`src/rtl/pal_pkg.sv`:
```
// Shared types and helpers for the palindrome generator: command mode and
// FSM state encodings, the default LFSR tap mask, and a width-generic bit
// reversal used to build the mirrored lower half of each word.
package pal_pkg;

    // Command mode carried on cmd_mode
    typedef enum logic {
        MODE_DIRECT = 1'b0,
        MODE_BURST  = 1'b1
    } pal_mode_e;

    // Generator control state
    typedef enum logic {
        IDLE = 1'b0,
        EMIT = 1'b1
    } pal_state_e;

    // Widest half-word the bit reversal helper handles
    localparam int unsigned PAL_MAX_HALF = 64;

    // x^16 + x^14 + x^13 + x^11 + 1, right-shifting Galois form
    localparam logic [15:0] LFSR_TAPS_DEFAULT = 16'hB400;

    // Reverse the low w bits of v; bits at and above w come back as zero.
    // The full-width reversal parks the w interesting bits at the top, and
    // the shift brings them back down to bit 0.
    function automatic logic [PAL_MAX_HALF-1:0] bitrev(
        input logic [PAL_MAX_HALF-1:0] v,
        input int unsigned             w
    );
        logic [PAL_MAX_HALF-1:0] r;
        for (int i = 0; i < PAL_MAX_HALF; i++) begin
            r[i] = v[PAL_MAX_HALF-1-i];
        end
        return r >> (PAL_MAX_HALF - w);
    endfunction

endpackage

```
`src/rtl/pal_lfsr.sv`:
```
// HALF-bit right-shifting Galois LFSR. A load takes priority over an
// advance; an all-zero seed is replaced by 1 so the register never locks.
// The next-state value is exported so the caller can register the word
// built from it on the same edge the LFSR takes it.
module pal_lfsr
    import pal_pkg::*;
#(
    parameter int unsigned     HALF = 16,
    parameter logic [HALF-1:0] TAPS = LFSR_TAPS_DEFAULT
) (
    input  logic            clk,
    input  logic            reset,
    input  logic            load_i,
    input  logic [HALF-1:0] seed_i,
    input  logic            advance_i,
    output logic [HALF-1:0] lfsr_d_o
);

    logic [HALF-1:0] lfsr_q;
    logic [HALF-1:0] lfsr_d;
    logic [HALF-1:0] seed_eff;
    logic [HALF-1:0] step;

    // Zero-seed substitution and one Galois step from the current value
    always_comb begin
        seed_eff = (seed_i == '0) ? HALF'(1) : seed_i;
        step     = (lfsr_q >> 1) ^ (lfsr_q[0] ? TAPS : '0);
    end

    // Next-state select: load beats advance, otherwise hold
    always_comb begin
        lfsr_d = lfsr_q;
        if (load_i) begin
            lfsr_d = seed_eff;
        end else if (advance_i) begin
            lfsr_d = step;
        end
    end

    // LFSR register, reset to 1
    always_ff @(posedge clk) begin
        if (reset) begin
            lfsr_q <= HALF'(1);
        end else begin
            lfsr_q <= lfsr_d;
        end
    end

    assign lfsr_d_o = lfsr_d;

endmodule

```
`src/rtl/palindrome_generator.sv`:
```
// Stream source of bit-palindromes. A command either mirrors a supplied
// upper half once (direct) or walks the LFSR for cmd_count words (burst).
// Words leave on a valid/ready stream with registered outputs; cmd_ready
// and busy are decoded from the state register only.
module palindrome_generator
    import pal_pkg::*;
#(
    parameter int unsigned               DATA_WIDTH = 32,
    parameter int unsigned               CNT_W      = 8,
    parameter logic [DATA_WIDTH/2-1:0]   LFSR_TAPS  = LFSR_TAPS_DEFAULT
) (
    input  logic                    clk,
    input  logic                    reset,
    input  logic                    cmd_valid,
    output logic                    cmd_ready,
    input  logic                    cmd_mode,
    input  logic [DATA_WIDTH/2-1:0] cmd_half,
    input  logic [CNT_W-1:0]        cmd_count,
    output logic [DATA_WIDTH-1:0]   dout,
    output logic                    dout_valid,
    input  logic                    dout_ready,
    output logic                    busy,
    output logic                    done
);

    localparam int unsigned HALF = DATA_WIDTH / 2;

    pal_state_e            state_q, state_d;
    logic [CNT_W-1:0]      remaining_q, remaining_d;
    logic [DATA_WIDTH-1:0] dout_q, dout_d;
    logic                  dout_valid_q, dout_valid_d;
    logic                  done_q, done_d;

    logic                  cmd_accept;
    logic                  cmd_is_burst;
    logic                  burst_start;
    logic                  out_hs;
    logic                  last_word;
    logic                  lfsr_advance;
    logic [HALF-1:0]       lfsr_d;

    // {h, bitrev(h)}: the word is symmetric about its centre
    function automatic logic [DATA_WIDTH-1:0] mirror(input logic [HALF-1:0] h);
        return {h, HALF'(bitrev(PAL_MAX_HALF'(h), HALF))};
    endfunction

    // Handshake and command decode shared by the FSM and the datapath
    always_comb begin
        cmd_accept   = (state_q == IDLE) && cmd_valid;
        cmd_is_burst = (cmd_mode == MODE_BURST);
        burst_start  = cmd_accept && cmd_is_burst && (cmd_count != '0);
        out_hs       = (state_q == EMIT) && dout_valid_q && dout_ready;
        last_word    = (remaining_q == CNT_W'(1));
        lfsr_advance = out_hs && !last_word;
    end

    pal_lfsr #(
        .HALF (HALF),
        .TAPS (LFSR_TAPS)
    ) u_lfsr (
        .clk       (clk),
        .reset     (reset),
        .load_i    (burst_start),
        .seed_i    (cmd_half),
        .advance_i (lfsr_advance),
        .lfsr_d_o  (lfsr_d)
    );

    // FSM state register
    always_ff @(posedge clk) begin
        if (reset) begin
            state_q <= IDLE;
        end else begin
            state_q <= state_d;
        end
    end

    // FSM next state: a zero-count burst never leaves IDLE
    always_comb begin
        state_d = state_q;
        case (state_q)
            IDLE: begin
                if (cmd_accept && (!cmd_is_burst || burst_start)) begin
                    state_d = EMIT;
                end
            end
            EMIT: begin
                if (out_hs && last_word) begin
                    state_d = IDLE;
                end
            end
            default: state_d = IDLE;
        endcase
    end

    // FSM outputs decoded from state only
    always_comb begin
        cmd_ready = (state_q == IDLE);
        busy      = (state_q == EMIT);
    end

    // Datapath next values: load on accept, step or retire on handshake,
    // otherwise hold so a stalled word stays put
    always_comb begin
        remaining_d  = remaining_q;
        dout_d       = dout_q;
        dout_valid_d = dout_valid_q;
        done_d       = 1'b0;
        if (cmd_accept) begin
            if (!cmd_is_burst) begin
                dout_d       = mirror(cmd_half);
                dout_valid_d = 1'b1;
                remaining_d  = CNT_W'(1);
            end else if (burst_start) begin
                dout_d       = mirror(lfsr_d);
                dout_valid_d = 1'b1;
                remaining_d  = cmd_count;
            end else begin
                done_d = 1'b1;
            end
        end else if (out_hs) begin
            if (last_word) begin
                dout_valid_d = 1'b0;
                done_d       = 1'b1;
                remaining_d  = '0;
            end else begin
                dout_d      = mirror(lfsr_d);
                remaining_d = remaining_q - CNT_W'(1);
            end
        end
    end

    // Datapath registers; reset abandons any burst without a done pulse
    always_ff @(posedge clk) begin
        if (reset) begin
            remaining_q  <= '0;
            dout_q       <= '0;
            dout_valid_q <= 1'b0;
            done_q       <= 1'b0;
        end else begin
            remaining_q  <= remaining_d;
            dout_q       <= dout_d;
            dout_valid_q <= dout_valid_d;
            done_q       <= done_d;
        end
    end

    assign dout       = dout_q;
    assign dout_valid = dout_valid_q;
    assign done       = done_q;

endmodule

```
`config.mk`:
```
export PLATFORM = sky130hd
export DESIGN_NAME = palindrome_generator
export DESIGN_NICKNAME = d
export VERILOG_FILES = /design/src/rtl/pal_pkg.sv /design/src/rtl/pal_lfsr.sv /design/src/rtl/palindrome_generator.sv
export SDC_FILE = /design/constraint.sdc
export NUM_CORES = 1
export LEC_CHECK = 0
export ABC_AREA = 1
export CORE_UTILIZATION = 49
export DETAILED_ROUTE_END_ITERATION = 8
export PLACE_DENSITY = 0.77
export SETUP_SLACK_MARGIN = 0.1
export SYNTH_ARGS = -nofsm -noshare
export SYNTH_HDL_FRONTEND = slang
export SYNTH_SLANG_ARGS = --single-unit
export TNS_END_PERCENT = 100
```
`constraint.sdc`:
```
create_clock -name clk -period 1.8 [get_ports clk]
set_input_delay 0.45 -clock clk [delete_from_list [all_inputs] [get_ports clk]]
set_output_delay 0.45 -clock clk [all_outputs]
set_load 0.02 [all_outputs]
```
==> key figures, run 1 <==
Yosys
  • Largest area contributor in the netlist: dfxtp_1
  • Mapped cell area: 0.00258 sq mm
  • Mapped Nets: 408
  • Post-synth top area share: 0.334
  • Synth async-reset ratio: 0
  • Synth cell types: 31
  • Synth Instances: approximately 380
  • Most common cell in the netlist: nand2_1
  • Sequential share of the synthesized area: 0.334
  • Yosys reg bits: 43
  • Main synth FF type: dfxtp_1
  • Synth cell count leaders: nand2_1, nand3_1, dfxtp_1
  • Warnings from Yosys: 0
  • Mean area per synthesized cell: 6.84 sq um
  • Number of synthesized flops with an enable pin: 0
  • Top cells by area, synth: dfxtp_1, nand3_1, nand2_1

Detailed routing
  • Met3 WL: between 400 and 500 microns
  • Final wirelength: between 6000 and 7000 microns
  • Vias per cell: 5.14
  • DRT Pass-1 Iters: 4
  • Met2 WL: 3200 microns
  • DRC Markers: 0
  • Vias: 2668
  • Initial DRC count: approximately 220
  • Post-route ant nets: 0
  • DR top layer: met4
  • Wire length per cell: 13.1 microns
  • M1 wire length: roughly 3000 microns

Critical path
  • Worst Path Required: 2040 ps
  • CP max stage cell: clkdlybuf4s50_1
  • Critical Path Start: cmd_count[7]
  • Crit-path cells: clkdlybuf4s50_1, inv_1, nand3_4, nor2_4, nor2_4, buf_6, nand2_1, nand3_1, a21oi_2
  • CP Buf/Inv Count: 3
  • Crit. End Element: flop
  • CP Max Fanout: 8
  • Setup CP Type: input port to flop
  • CP arrival: around 1900 ps
  • Most frequent CP cell: nor2_4
  • Worst path max stage delay: 400 ps
  • Setup slack, reg-to-reg: roughly 170 ps
  • R2R Path Start: remaining_q[1]
  • Crit start category: input port
  • Reg2reg end: dout[0]
  • CP top delay family: buffers and inverters
  • Reg2Reg Depth: 9

Flow run
  • Maxcap violations: 0

Floorplan
  • Initial Utilization: 0.508
  • Die Ht: approximately 75 microns
  • FP Rows: 26
  • Core Area: 0.00507 sq mm
  • Die X: 74.5 microns
  • Die ar.: 0.00556 sq mm
  • I/O pins: 65

Global route
  • Vias in the first global route: approximately 2400
  • GRT Util Overall: 0.247
  • Largest net degree at the start of global routing: 26
  • Initial antenna violation count: 0
  • Remaining Overflow, GRT: 0
  • First-pass GRT wire length: between 10000 and 15000 microns

Cells and area
  • Layout cells sized above 1: 0.185
  • Layout Cells excl Fill: 519
  • Design Area, Final: between 0.003 and 0.004 sq mm
  • Antenna cells: 0
  • Final #Nets: 479
  • Layout Area Growth over Synthesis: 38.3%

STA
  • Final setup vio count: 0
  • Fmax: 0.596 GHz
  • Slew margin rel.: 0.819
  • Final Max Slew Viols: 0
  • Hold Slack: 491 ps
  • Clock skew: 5.27 ps
  • Worst Max-Slew Pin Slew: 271 ps
  • Final Cycle Share: 0.932
  • Fin. Hold Viols: 0
  • Final min period: 1680 ps
  • RSZ-0062 raised after global routing: no

Outcome
  • Status: finished clean

Place
  • Final Wtd Congestion: between 0.8 and 0.9
  • Cell count after placement: 504
  • Buffers on Ports: 64
  • Placed instance area: 0.00330 sq mm
  • DP HPWL: between 4000 and 5000 microns

Min path
  • Hold Crit Depth: 2
  • Critical hold path startpoint: dout_valid
  • Worst Hold End: dout_valid
  • Hold Path Class: flop to flop

Clocking
  • CTS Hold Bufs: 0
  • Clk_lat worst skew: 310 ps
  • TritonCTS clock tree: yes
  • H-tree levels: 2
  • Clock buffer depth: 2
  • Clk sink count: between 40 and 50
  • Clock transition at path regs: roughly 80 ps
  • Num CTS Buffers: 5
  • CTS root buf: clkbuf_8

Pwr
  • Leakage: between 1.5 and 2 nW
  • Max IR drop VDD: 0.511 mV
  • Design Power: 2.63 mW
  • Pwr Density: around 740 mW/mm^2
==> where the power goes <==
group	switching [mW]	internal (mW)
clock network	0.360	0.270
logic	0.514	0.375
registers	0.0712	1.04
total	0.945	1.68
==> worst reg2reg max path: cells and delay by family, from the launching register on <==
family                     cells  cell delay [ps]
buffers and inverters          2              290
DFF                            1              310
AOI/OAI and AO/OA              2              410
and+or+nand+nor                4              360
adders and majority gates      1              200
==> worst max-delay path by stage <==
stage                           endpoint  cells after the start
after floorplan                  dout[0]                      8
after global placement          dout[25]                      9
after detailed placement  remaining_q[3]                      9
after CTS                       dout[29]                      7
after global routing             dout[0]                      9
final                            dout[0]                      9
==> cell type report <==
type	count	area, sq um
Fill cell	420	1510
Multi-Input combinational cell	265	1460
Timing Repair Buffer	94	915
Sequential cell	43	861
Inverter	39	155
Tap cell	70	87.6
Clock buffer	5	68.8
Clock inverter	3	20.0
==> stage by stage <==
stage,utilization,worst slack [ps],setup TNS (ps)
after global routing,0.703,46.1,0
after floorplan,-,274,0
after CTS,0.668,103,0
final,0.703,123,0
after global placement,0.651,-248,-7350
after detailed placement,0.651,-272,-8300
==> sequential cells by signal, summed over array words and instances (netlist names) <==
name           flops
remaining_q        8
dout              16
busy               1
dout_valid         1
u_lfsr.lfsr_q     16
done               1
==> cells by family after synthesis <==
| logic type | share of synthesized area |
|---|---|
| AND/OR/NAND/NOR | 0.323 |
| AO/OA/AOI/OAI | 0.162 |
| XOR/XNOR | 0.0272 |
| buffers and inverters | 0.145 |
| flip-flops | 0.334 |
| adder cells (fa/ha/maj) | 0.00970 |
==> layer usage <==
layer | vias to the layer above | track usage
met5 | - | 0
met1 | 1198 | 0.324
met4 | 0 | 0.0608
met2 | 101 | 0.414
met3 | 12 | 0.0501
li1 | 1357 | -
==> placed cells by master (no fill, tap or decap), types with 15 or more instances in the layout <==
cell | synthesis | final
inv_1 | 35 | 33
o21ai_1 | 9 | 15
nand2_1 | 69 | 64
buf_4 | 20 | 21
nand3_1 | 54 | 50
a21oi_1 | 42 | 39
nor2_1 | 36 | 35
dlygate4sd2_1 | 0 | 35
clkdlybuf4s50_1 | 0 | 23
dfxtp_1 | 43 | 43
==> what timing repair did <==
item / CTS / global route
pin swaps: 2 / 16
buffers inserted: 2 / 3
endpoints found under the hold margin: 0 / 0
cloned: 0 / 2
endpoints found under the setup margin: 60 / 31
resized for setup: 40 / 47
Power figures use the tool's default switching activity.
==> run 2: changes to the inputs <==
==> constraint.sdc (replaced) <==
create_clock -name clk -period 1.8 [get_ports clk]
set_input_delay 0.45 -clock clk [delete_from_list [all_inputs] [get_ports clk]]
set_output_delay 0.45 -clock clk [all_outputs]
set_load 0.01 [all_outputs]
==> run 2 against run 1 <==
Compared with the run above:
- clock skew increased by 1.9 ps
- largest cell class unchanged
- clock power hardly changed
- critical path depth shrank 8
- fmax rose by 0.10%
- sequential power about the same
- via count increased by 2.9%
==> key figures, run 2 (synthesized netlist as in run 1, its figures left out) <==
Critical path
  • Crit. End Element: primary output
  • Setup CP Type: flop to primary output
  • Worst path max stage delay: 550 ps (+150 ps)
  • Crit start category: flop
  • Worst Path Required: 1350 ps (-690 ps)
  • CP Buf/Inv Count: 1 (-2)
  • Crit-path cells: clkdlybuf4s50_1
  • CP top delay family: buffers and inverters
  • CP arrival: 1230 ps (-690 ps)
  • CP max stage cell: clkdlybuf4s50_1
  • CP Max Fanout: 3 (-5)

Cells and area
  • Layout cells sized above 1: 0.196 (+0.0111)
  • Fin util: 0.724 (+0.0207)
  • # fillers: 390 (-7.1%)
  • Layout Area Growth over Synthesis: 42.4%
  • Most frequent cells in the layout: nand2_1, nand3_1, dfxtp_1, a21oi_1, clkdlybuf4s50_1
  • Final #Nets: 479 (unchanged)
  • Commonest non-fill, non-tap cell in the layout: nand2_1
  • Antenna cells: 0 (unchanged)

Clocking
  • CTS Hold Bufs: 0 (unchanged)
  • Clock transition at path regs: 90 ps (about the same)
  • Clk sink count: 43 (unchanged)
  • H-tree levels: 2 (unchanged)
  • Num CTS Buffers: 5 (unchanged)
  • CTS root buf: clkbuf_8
  • TritonCTS clock tree: yes
  • Clock buffer depth: 2 (unchanged)
  • Clk_lat worst skew: 310 ps (about the same)

Detailed routing
  • Vias per cell: 5.29 (+2.9%)
  • Initial DRC count: 251 (+15%)
  • DRT Pass-1 Iters: 5 (+1)
  • Final wirelength: 6900 microns (+1.7%)
  • Post-route ant nets: 0 (unchanged)
  • DRC Markers: 0 (unchanged)
  • Vias: 2745 (+2.9%)
  • Wire length per cell: 13.3 microns (+1.7%)

Min path
  • Hold Path Class: flop to flop

Outcome
  • Status: finished clean

STA
  • Fmax: 0.597 GHz (+0.10%)
  • Clock skew: 7.17 ps (+1.89 ps)
  • Final Cycle Share: 0.931 (-0.000952)
  • Worst Max-Slew Pin Slew: 300 ps (+29.0 ps)
  • Final Max Slew Viols: 0 (unchanged)
  • Final min period: 1680 ps (-1.71 ps)
  • RSZ-0062 raised after global routing: yes
  • Fin. Hold Viols: 0 (unchanged)
  • Hold Slack: 491 ps (+0.149 ps)
  • Slew margin rel.: 0.800 (-0.0190)
  • Final setup vio count: 0 (unchanged)

Floorplan
  • Die X: 74.5 microns (unchanged)
  • Core Area: 0.00507 sq mm (unchanged)
  • Die ar.: 0.00556 sq mm (unchanged)
  • I/O pins: 65 (unchanged)
  • Die Ht: 74.5 microns (unchanged)
  • Initial Utilization: 0.508 (unchanged)
  • FP Rows: 26 (unchanged)

Place
  • Final Wtd Congestion: 0.851 (unchanged)
  • Buffers on Ports: 64 (unchanged)
  • DP HPWL: 4490 microns (unchanged)

Global route
  • Remaining Overflow, GRT: 0 (unchanged)
  • GRT Util Overall: 0.247 (unchanged)
  • Vias in the first global route: 2373 (unchanged)
  • Initial antenna violation count: 0 (unchanged)
  • Largest net degree at the start of global routing: 26 (unchanged)
  • First-pass GRT wire length: 10600 microns (unchanged)

Pwr
  • Pwr Density: 715 mW/mm^2 (-3.0%)
  • Max IR drop VDD: 0.499 mV (-2.4%)
  • Leakage: 1.88 nW (+9.2%)

Flow run
  • Maxcap violations: 0 (unchanged)
-- run 2: cell count changes in the layout (fill, tap and decap cells not counted) --
cell | before | now
buf_4 | 21 | 22
nand3_1 | 50 | 47
nand3_2 | 3 | 6
dlymetal6s2s_1 | 6 | 24
o21ai_2 | 7 | 8
o21ai_1 | 15 | 14
dlygate4sd2_1 | 35 | 1
nand2_2 | 6 | 7
nand2_1 | 64 | 63
buf_6 | 4 | 3
clkdlybuf4s50_1 | 23 | 39
-- run 2: power breakdown --
| part | switching (mW) | leakage, nW | total [mW] | internal [mW] |
|---|---|---|---|---|
| Sequential | 0.0743 | 0.355 | 1.11 | 1.04 |
| Combinational | 0.460 | 1.48 | 0.879 | 0.418 |
| Clock | 0.362 | 0.0402 | 0.633 | 0.270 |
| Total | 0.897 | 1.88 | 2.62 | 1.73 |
-- run 2: worst reg2reg max path, stage by stage (launching register included) --
cell	delay, ps
dfxtp_1	310
inv_2	90
ha_2	200
nand2_1	110
o21ai_4	250
buf_8	170
nand2_1	60
nand3_1	90
nand3_1	120
a21oi_2	160
-- run 2: per-layer routing --
| metal | wire length (microns) | track usage | part of all wire |
|---|---|---|---|
| met5 | 0 | 0 | 0 |
| met4 | 142 | 0.0608 | 0.021 |
| met3 | 496 | 0.0501 | 0.072 |
| met2 | 3250 | 0.414 | 0.47 |
| met1 | 3020 | 0.324 | 0.44 |
-- run 2: final cells by class --
class,count,area [sq um],area share
inverters,39,155,0.0422
flip-flops and latches,43,861,0.234
repair buffers,94,998,0.272
well taps,70,87.6,0.0239
clock buffers,5,68.8,0.0187
clock inverters,3,20.0,0.00545
multi-input cells,265,1480,0.403
-- run 2: per-stage QoR --
stage          cell area (sq um)  instances  power, mW  TNS (ps)  setup WS, ps
5_1_grt                     3670        519       2.76         0          46.7
3_3_place_gp                3300        504       1.93     -7350          -248
3_5_place_dp                3300        504       1.94     -8300          -272
4_1_cts                     3430        514       2.56         0           103
6_report                    3670        519       2.62         0           124
2_1_floorplan               2580        377       1.63         0           281
-- run 2: final timing paths --
path / end / from / depth (start not counted) / slack, ps
max: dout[29] / dout[29] / 1 / 120
min: dout_valid / dout_valid / 2 / 490
max reg2reg: dout[0] / remaining_q[1] / 9 / 190
min reg2reg: dout_valid / dout_valid / 2 / 490
-- run 2: repair_timing --
action	in CTS	in global routing
gates cloned	0	2
pin swaps	2	18
resized for setup	6	69
buffers inserted	2	3
endpoints found under the setup margin	26	52
